--- src/rtl/keypad_pkg.sv ---
// Shared constants for the 4x4 keypad scanner: FSM state codes, per-frame
// scan result codes and the row/column -> key code map.
// Latency: n/a (constants only). Backpressure: n/a.
package keypad_pkg;

    // Debounce FSM states
    localparam logic [1:0] ST_SCAN    = 2'd0;
    localparam logic [1:0] ST_CONFIRM = 2'd1;
    localparam logic [1:0] ST_HELD    = 2'd2;
    localparam logic [1:0] ST_RELEASE = 2'd3;

    // Result of one full four-column scan frame
    localparam logic [1:0] FR_NONE   = 2'd0;
    localparam logic [1:0] FR_SINGLE = 2'd1;
    localparam logic [1:0] FR_MULTI  = 2'd2;

    // Raw position {row[1:0], col[1:0]} -> key code; identity by default.
    // Element i is the rightmost-first entry, so KEY_MAP[i] == i here.
    localparam logic [15:0][3:0] KEY_MAP = {
        4'hF, 4'hE, 4'hD, 4'hC, 4'hB, 4'hA, 4'h9, 4'h8,
        4'h7, 4'h6, 4'h5, 4'h4, 4'h3, 4'h2, 4'h1, 4'h0
    };

endpackage

--- src/rtl/kp_row_sync.sv ---
// Two-flop synchroniser for the four active-low keypad row inputs.
// Latency: 2 clk_i cycles. Backpressure: none, free-running.
// Ports: clk_i/reset_i clock and async active-high reset; i_row raw rows;
//        o_row synchronised rows (reset to all released, 4'hF).
module kp_row_sync (
    input  logic       clk_i,
    input  logic       reset_i,
    input  logic [3:0] i_row,
    output logic [3:0] o_row
);

    logic [3:0] r_meta;
    logic [3:0] r_sync;

    always_ff @(posedge clk_i or posedge reset_i) begin
        if (reset_i) begin
            r_meta <= 4'hF;
            r_sync <= 4'hF;
        end else begin
            r_meta <= i_row;
            r_sync <= r_meta;
        end
    end

    assign o_row = r_sync;

endmodule

--- src/rtl/keypad_scanner.sv ---
// 4x4 keypad reader: scans columns, debounces whole-frame results, shifts accepted keys into a 32-bit buffer.
// Latency: key stable from frame k is accepted at the end of frame k+DEBOUNCE_SCANS-1.
// Backpressure: none; o_valid_o is sticky until cs_i, later keys still shift in and overwrite o_key_o.
// Ports: clk_i/reset_i clock and async active-high reset; cs_i clears o_valid_o; clr_i clears o_data_o;
//        row_i active-low rows; col_o active-low one-hot column drive; o_data_o last 8 keys (newest
//        in [3:0]); o_key_o last key; o_valid_o new-key flag.
module keypad_scanner
    import keypad_pkg::*;
#(
    parameter int SCAN_DIV       = 15,
    parameter int DEBOUNCE_SCANS = 4
) (
    input  logic        clk_i,
    input  logic        reset_i,
    input  logic        cs_i,
    input  logic        clr_i,
    input  logic [3:0]  row_i,
    output logic [3:0]  col_o,
    output logic [31:0] o_data_o,
    output logic [3:0]  o_key_o,
    output logic        o_valid_o
);

    localparam int CNT_W = ($clog2(DEBOUNCE_SCANS + 1) > 3) ? $clog2(DEBOUNCE_SCANS + 1) : 3;
    localparam logic [CNT_W-1:0] DEB_N = CNT_W'(DEBOUNCE_SCANS);

    logic [3:0]          w_row;
    logic [SCAN_DIV-1:0] r_div;
    logic [1:0]          r_col_idx;
    logic [1:0]          r_hits;      // rows seen pressed so far this frame, saturating at 2
    logic [3:0]          r_code;      // raw position of the single hit seen so far
    logic [1:0]          r_state;
    logic [CNT_W-1:0]    r_cnt;
    logic [3:0]          r_cand;

    logic                w_tick;
    logic                w_frame_end;
    logic [1:0]          w_cur_n;
    logic [1:0]          w_cur_row;
    logic [2:0]          w_tot;
    logic [3:0]          w_code;
    logic [1:0]          w_fr;
    logic [3:0]          w_key;
    logic [CNT_W-1:0]    w_cnt_inc;
    logic                w_accept;

    kp_row_sync u_sync (
        .clk_i   (clk_i),
        .reset_i (reset_i),
        .i_row   (row_i),
        .o_row   (w_row)
    );

    assign w_tick      = &r_div;
    assign w_frame_end = w_tick && (r_col_idx == 2'd3);
    assign col_o       = ~(4'b0001 << r_col_idx);

    // Pressed rows in the current column sample (0, 1 or 2 meaning "several")
    always_comb begin
        w_cur_n   = 2'd0;
        w_cur_row = 2'd0;
        for (int r = 0; r < 4; r++) begin
            if (!w_row[r]) begin
                w_cur_row = 2'(r);
                if (w_cur_n != 2'd2) w_cur_n = w_cur_n + 2'd1;
            end
        end
    end

    // Fold the current sample into the frame so the frame-end tick sees all four columns
    assign w_tot  = {1'b0, r_hits} + {1'b0, w_cur_n};
    assign w_code = (w_cur_n == 2'd1) ? {w_cur_row, r_col_idx} : r_code;
    assign w_fr   = (w_tot == 3'd0) ? FR_NONE : ((w_tot == 3'd1) ? FR_SINGLE : FR_MULTI);
    assign w_key  = KEY_MAP[w_code];

    assign w_cnt_inc = r_cnt + 1'b1;
    assign w_accept  = w_frame_end && (r_state == ST_CONFIRM) && (w_fr == FR_SINGLE)
                       && (w_key == r_cand) && (w_cnt_inc == DEB_N);

    // Timebase, column index and frame collector
    always_ff @(posedge clk_i or posedge reset_i) begin
        if (reset_i) begin
            r_div     <= '0;
            r_col_idx <= 2'd0;
            r_hits    <= 2'd0;
            r_code    <= 4'd0;
        end else begin
            r_div <= r_div + 1'b1;
            if (w_tick) begin
                r_col_idx <= r_col_idx + 2'd1;
                if (w_frame_end) begin
                    r_hits <= 2'd0;
                    r_code <= 4'd0;
                end else begin
                    r_hits <= (w_tot >= 3'd2) ? 2'd2 : w_tot[1:0];
                    r_code <= w_code;
                end
            end
        end
    end

    // Debounce FSM, advanced once per frame
    always_ff @(posedge clk_i or posedge reset_i) begin
        if (reset_i) begin
            r_state <= ST_SCAN;
            r_cnt   <= '0;
            r_cand  <= 4'd0;
        end else if (w_frame_end) begin
            case (r_state)
                ST_SCAN: begin
                    if (w_fr == FR_SINGLE) begin
                        r_state <= ST_CONFIRM;
                        r_cand  <= w_key;
                        r_cnt   <= CNT_W'(1);
                    end
                end
                ST_CONFIRM: begin
                    if ((w_fr == FR_SINGLE) && (w_key == r_cand)) begin
                        r_cnt <= w_cnt_inc;
                        if (w_cnt_inc == DEB_N) r_state <= ST_HELD;
                    end else begin
                        r_state <= ST_SCAN;
                        r_cnt   <= '0;
                    end
                end
                ST_HELD: begin
                    if (w_fr == FR_NONE) begin
                        r_state <= ST_RELEASE;
                        r_cnt   <= CNT_W'(1);
                    end
                end
                default: begin  // ST_RELEASE
                    if (w_fr == FR_NONE) begin
                        r_cnt <= w_cnt_inc;
                        if (w_cnt_inc == DEB_N) begin
                            r_state <= ST_SCAN;
                            r_cnt   <= '0;
                        end
                    end else begin
                        r_state <= ST_HELD;
                    end
                end
            endcase
        end
    end

    // Key buffer and CPU flag; an accept beats a same-edge cs_i or clr_i
    always_ff @(posedge clk_i or posedge reset_i) begin
        if (reset_i) begin
            o_data_o  <= 32'd0;
            o_key_o   <= 4'd0;
            o_valid_o <= 1'b0;
        end else begin
            if (w_accept) begin
                o_data_o  <= clr_i ? {28'd0, r_cand} : {o_data_o[27:0], r_cand};
                o_key_o   <= r_cand;
                o_valid_o <= 1'b1;
            end else begin
                if (clr_i) o_data_o <= 32'd0;
                if (cs_i)  o_valid_o <= 1'b0;
            end
        end
    end

endmodule

--- config.mk ---
export PLATFORM = sky130hd
export DESIGN_NAME = keypad_scanner
export DESIGN_NICKNAME = d
export VERILOG_FILES = /design/src/rtl/keypad_pkg.sv /design/src/rtl/kp_row_sync.sv /design/src/rtl/keypad_scanner.sv
export SDC_FILE = /design/constraint.sdc
export NUM_CORES = 1
export LEC_CHECK = 0
export ABC_CLOCK_PERIOD_IN_PS = 11000
export BUFFER_PORTS_ARGS = -buffer_cell sky130_fd_sc_hd__buf_2
export CELL_PAD_IN_SITES_DETAIL_PLACEMENT = 2
export CELL_PAD_IN_SITES_GLOBAL_PLACEMENT = 2
export CORE_MARGIN = 2
export CORE_UTILIZATION = 25
export DETAILED_ROUTE_END_ITERATION = 10
export GPL_TIMING_DRIVEN = 0
export PLACE_DENSITY_LB_ADDON = 0.1
export SETUP_SLACK_MARGIN = 0.5
export SLEW_MARGIN = 20
export SYNTH_ARGS = -nofsm -noshare
export SYNTH_HDL_FRONTEND = slang
export SYNTH_SLANG_ARGS = --single-unit
--- constraint.sdc ---
create_clock -name clk_i -period 11 [get_ports clk_i]
set_input_delay 3.3 -clock clk_i [delete_from_list [all_inputs] [get_ports clk_i]]
set_output_delay 3.3 -clock clk_i [all_outputs]
set_load 0.03 [all_outputs]
==> results.md <==
Clock network:
- The number of H-tree levels is 3.
- In this run the clock root is driven by a sky130_fd_sc_hd__clkbuf_16.
- The hold buffer count at cts is 0.
- In this run the deepest clock path goes through 2 buffers.
- In this run, post-CTS repair resized a total of 0 instances.
- TritonCTS built the clock tree.
- The number of CTS-inserted buffers is 9.
- The clock input transition at the sequential cells of the worst setup and hold paths is 60 ps.
- The clock latency reported for the late side of the worst-skew pair is about 340 ps.
- The clock sink count is 77.
- The number of setup buffers added after CTS is 0.

Worst setup path:
- The signal on the critical path passes through ha_1 > clkbuf_1 > inv_1 > buf_2.
- The kind of capture point of the worst setup path is an output port.
- The critical path data required time is between 7000 and 8000 ps.
- The critical path contains buffers and inverters numbering 3 combined.
- The largest single stage delay on the critical path is roughly 460 ps.
- STA classifies the critical path startpoint as a flip-flop.
- The largest individual stage delay along the critical path comes from the cell sky130_fd_sc_hd__dfrtp_1.
- The kind of cell with the highest combined delay along the critical path is buffers and inverters.
- STA puts the critical path data arrival time at 1750 ps.
- The worst setup path category is flip-flop to output port.
- The maximum fanout encountered on the critical timing path is 10.

Yosys:
- The register area share after synthesis is 0.533.
- The flip-flop cell with the highest count after synthesis is sky130_fd_sc_hd__dfrtp_1.
- By count the netlist is led by sky130_fd_sc_hd__dfrtp_1, sky130_fd_sc_hd__mux2i_1, sky130_fd_sc_hd__nand2b_1, sky130_fd_sc_hd__inv_1, sky130_fd_sc_hd__xnor2_1.
- The post-synthesis instance area is 3630 sq um.
- Of all cell types, the one taking the most synthesized area is sky130_fd_sc_hd__dfrtp_1.
- The synthesized design contains 77 register bits.
- Yosys mapped a number of flops with a built-in enable equal to 0.
- After synthesis, the share of flip-flops with an asynchronous set or reset is 1.00.
- By area the synthesized netlist is led by sky130_fd_sc_hd__dfrtp_1, sky130_fd_sc_hd__mux2i_1, sky130_fd_sc_hd__dfstp_2, sky130_fd_sc_hd__nand2b_1, sky130_fd_sc_hd__xnor2_1.
- The most common cell in the synthesized netlist is sky130_fd_sc_hd__dfrtp_1.
- For this run, the number of Yosys warnings is 0.
- Yosys mapped the design onto 40 distinct sky130hd cell types.
- The post-synthesis net count is 337.
- In the synthesized netlist, the number of instances is 316.
- Each instance of the synthesized netlist takes up on average between 10 and 15 sq um.
- The fraction of post-synthesis cell area in the top cell type by area is 0.475.

Placed design:
- The post-placement worst setup slack is ~6300 ps.
- The count of port buffers added during placement is 48.
- Routability-driven placement finished with a final weighted congestion of 0.682.
- The HPWL after detailed placement is 6510 um.

Floorplanning:
- The core outline area is roughly 14,000 sq um.
- The area enclosed by the die boundary is 15,500 sq um.
- The floorplan row count is 44.
- The die is 125 um tall.
- For this configuration, the core starts out at a cell density of 0.253.
- Pin placement for this block handled 49 I/O pins.
- The floorplan die width is 125 um.

Timing:
- The total negative slack is 0 ps.
- The hold violation total from the final report is 0.
- The worst slack on hold paths is 356 ps.
- Setup repair after global routing left no endpoint under its margin.
- The clock period could shrink to 5050 ps.
- The max-slew violation total from the final report is 0.
- For the final database, setup skew stands at 5.89 ps.
- The timing-limited maximum frequency is 198 MHz.
- The final cycle utilization of the critical path is 0.459.
- The setup-violating endpoint count in the final report is 0.
- The slew of the pin with the lowest slew margin is 613 ps.
- Measured against its own limit, the worst slew margin works out to 0.588.
- The final critical-path setup slack is between 5000 and 6000 ps.

Pwr:
- The worst-case vdd ir drop is 0.0664 mV.
- Summed over all cells, the static leakage comes to 2.29 nW.
- The design draws 658 uW.
- The ratio of total power to cell area is 147 nW/um^2.

GRT:
- The number of antenna violations at the first check in global routing is 0.
- The number of global-route vias before repair is 2,797.
- After global routing the overflow that remains totals 0.
- The wire length of the first global-routing pass is 14,900 um.
- Entering global routing, the biggest net connects 42 pins.
- The overall routing resource usage is 0.122.

Drt:
- In the routed design, unresolved DRC markers number 0.
- The post-detailed-route wirelength per cell is 15.7 um.
- Using the TritonRoute via totals, the vias-per-cell ratio works out to 4.45.
- The routed wire length is 8850 um.
- The first detailed-routing pass took 4 iterations.
- The overall via count from detail_route is 2,516.
- The remaining antenna violation count after routing is 0.
- The iteration-0 DRC count of the detailed router is 91.

Finish:
- The net count of the finished layout is 397.
- Of the cells placed in the final design, the portion with a size suffix greater than 1 is 0.220.
- 0 antenna diodes ended up in the layout.
- The fill cell instance count of the final layout is about 1,600.
- The core occupancy in the finished layout is 0.312.
- The relative area change from synthesis to final layout is 23.3%.

Min path:
- The worst hold path class is flip-flop to flip-flop.

Run status:
- The run finished with clean final reports.

Run:
- The total of max-cap violations is 0.
cell families after synthesis:
logic type,synth area share
adders and majority gates,0.0468
xor gates and xnor gates,0.0482
AOI/OAI and AO/OA,0.0640
and+or+nand+nor,0.157
muxes,0.112
DFF,0.533
buffers and inverters,0.0399
final cells by class:
type / count / area (sq um) / area share
Timing Repair Buffer: 49 / 268 / 0.0598
Inverter: 22 / 85.1 / 0.0190
Multi-Input combinational cell: 206 / 1560 / 0.348
Buffer: 11 / 62.6 / 0.0140
Sequential cell: 77 / 1940 / 0.432
Tap cell: 184 / 230 / 0.0514
Clock inverter: 6 / 111 / 0.0249
Clock buffer: 10 / 229 / 0.0511
path summary, 6_finish.rpt:
check / start / to / slack, ps / cells after the start
max: r_col_idx[0] / col_o[3] / 5950 / 4
max in group asynchronous: reset_i / r_cnt[1] / 7400 / 3
min: u_sync.r_meta[0] / u_sync.o_row[0] / 360 / 0
min in group asynchronous: reset_i / o_key_o[1] / 3000 / 2
min reg2reg: u_sync.r_meta[0] / u_sync.o_row[0] / 360 / 0
max reg2reg: u_sync.o_row[1] / o_key_o[3] / 6800 / 14
routing by layer:
layer,GRT usage,vias to the layer above,wire length [um]
li1,-,1202,-
met3,0.0378,11,334
met2,0.193,35,4230
met1,0.158,1268,4130
met5,0,-,0
met4,0.0436,0,144
sequential cells by signal (all words and copies together), names as in the netlist:
register / cells
o_data_o: 32
r_div: 15
o_key_o: 4
r_cand: 4
r_code: 4
u_sync.o_row: 4
u_sync.r_meta: 4
r_cnt: 3
r_col_idx: 2
r_hits: 2
r_state: 2
o_valid_o: 1
through the flow:
stage               cells  area, sq um
finish                565         4480
global route          565         4480
CTS                   565         4480
detailed placement    549         4140
global placement      548         4110
floorplan             316         3630
worst reg2reg max path: stages (launching register included):
cell,delay (ps)
sky130_fd_sc_hd__dfstp_2,560
sky130_fd_sc_hd__inv_1,50
sky130_fd_sc_hd__ha_1,290
sky130_fd_sc_hd__mux2i_1,200
sky130_fd_sc_hd__ha_1,220
sky130_fd_sc_hd__nor2_1,60
sky130_fd_sc_hd__a21oi_1,310
sky130_fd_sc_hd__ha_1,240
sky130_fd_sc_hd__fa_1,430
sky130_fd_sc_hd__nor2_1,330
sky130_fd_sc_hd__nand4_1,220
sky130_fd_sc_hd__nor4b_4,470
sky130_fd_sc_hd__nand3_1,150
sky130_fd_sc_hd__buf_4,250
sky130_fd_sc_hd__mux2_1,330
cells in the final DEF (no fill, tap or decap), types with 2 or more instances in the layout:
| master | n |
|---|---|
| sky130_fd_sc_hd__dfrtp_1 | 69 |
| sky130_fd_sc_hd__buf_2 | 50 |
| sky130_fd_sc_hd__mux2i_1 | 36 |
| sky130_fd_sc_hd__nand2b_1 | 32 |
| sky130_fd_sc_hd__inv_1 | 21 |
| sky130_fd_sc_hd__xnor2_1 | 18 |
| sky130_fd_sc_hd__nand2_1 | 17 |
| sky130_fd_sc_hd__nor2_1 | 12 |
| sky130_fd_sc_hd__nand3_1 | 12 |
| sky130_fd_sc_hd__ha_1 | 12 |
| sky130_fd_sc_hd__clkbuf_16 | 9 |
| sky130_fd_sc_hd__a21oi_1 | 8 |
| sky130_fd_sc_hd__dfstp_2 | 8 |
| sky130_fd_sc_hd__clkbuf_1 | 7 |
| sky130_fd_sc_hd__a22oi_1 | 7 |
| sky130_fd_sc_hd__nand4_1 | 6 |
| sky130_fd_sc_hd__o21ai_0 | 6 |
| sky130_fd_sc_hd__o31ai_1 | 5 |
| sky130_fd_sc_hd__and3_1 | 4 |
| sky130_fd_sc_hd__mux2_1 | 4 |
| sky130_fd_sc_hd__nand3b_1 | 3 |
| sky130_fd_sc_hd__nor3_1 | 3 |
| sky130_fd_sc_hd__a31oi_1 | 3 |
| sky130_fd_sc_hd__bufinv_16 | 3 |
| sky130_fd_sc_hd__and4_1 | 2 |
| sky130_fd_sc_hd__nor3b_2 | 2 |
| sky130_fd_sc_hd__buf_6 | 2 |
| sky130_fd_sc_hd__xor2_1 | 2 |
power by group:
part / internal, mW / switching, mW / total (mW)
combinational: 0.0110 / 0.0197 / 0.0307
sequential: 0.286 / 0.000888 / 0.287
clock: 0.222 / 0.119 / 0.341
total: 0.519 / 0.140 / 0.658
No activity file was read; power rests on OpenSTA's default activity.
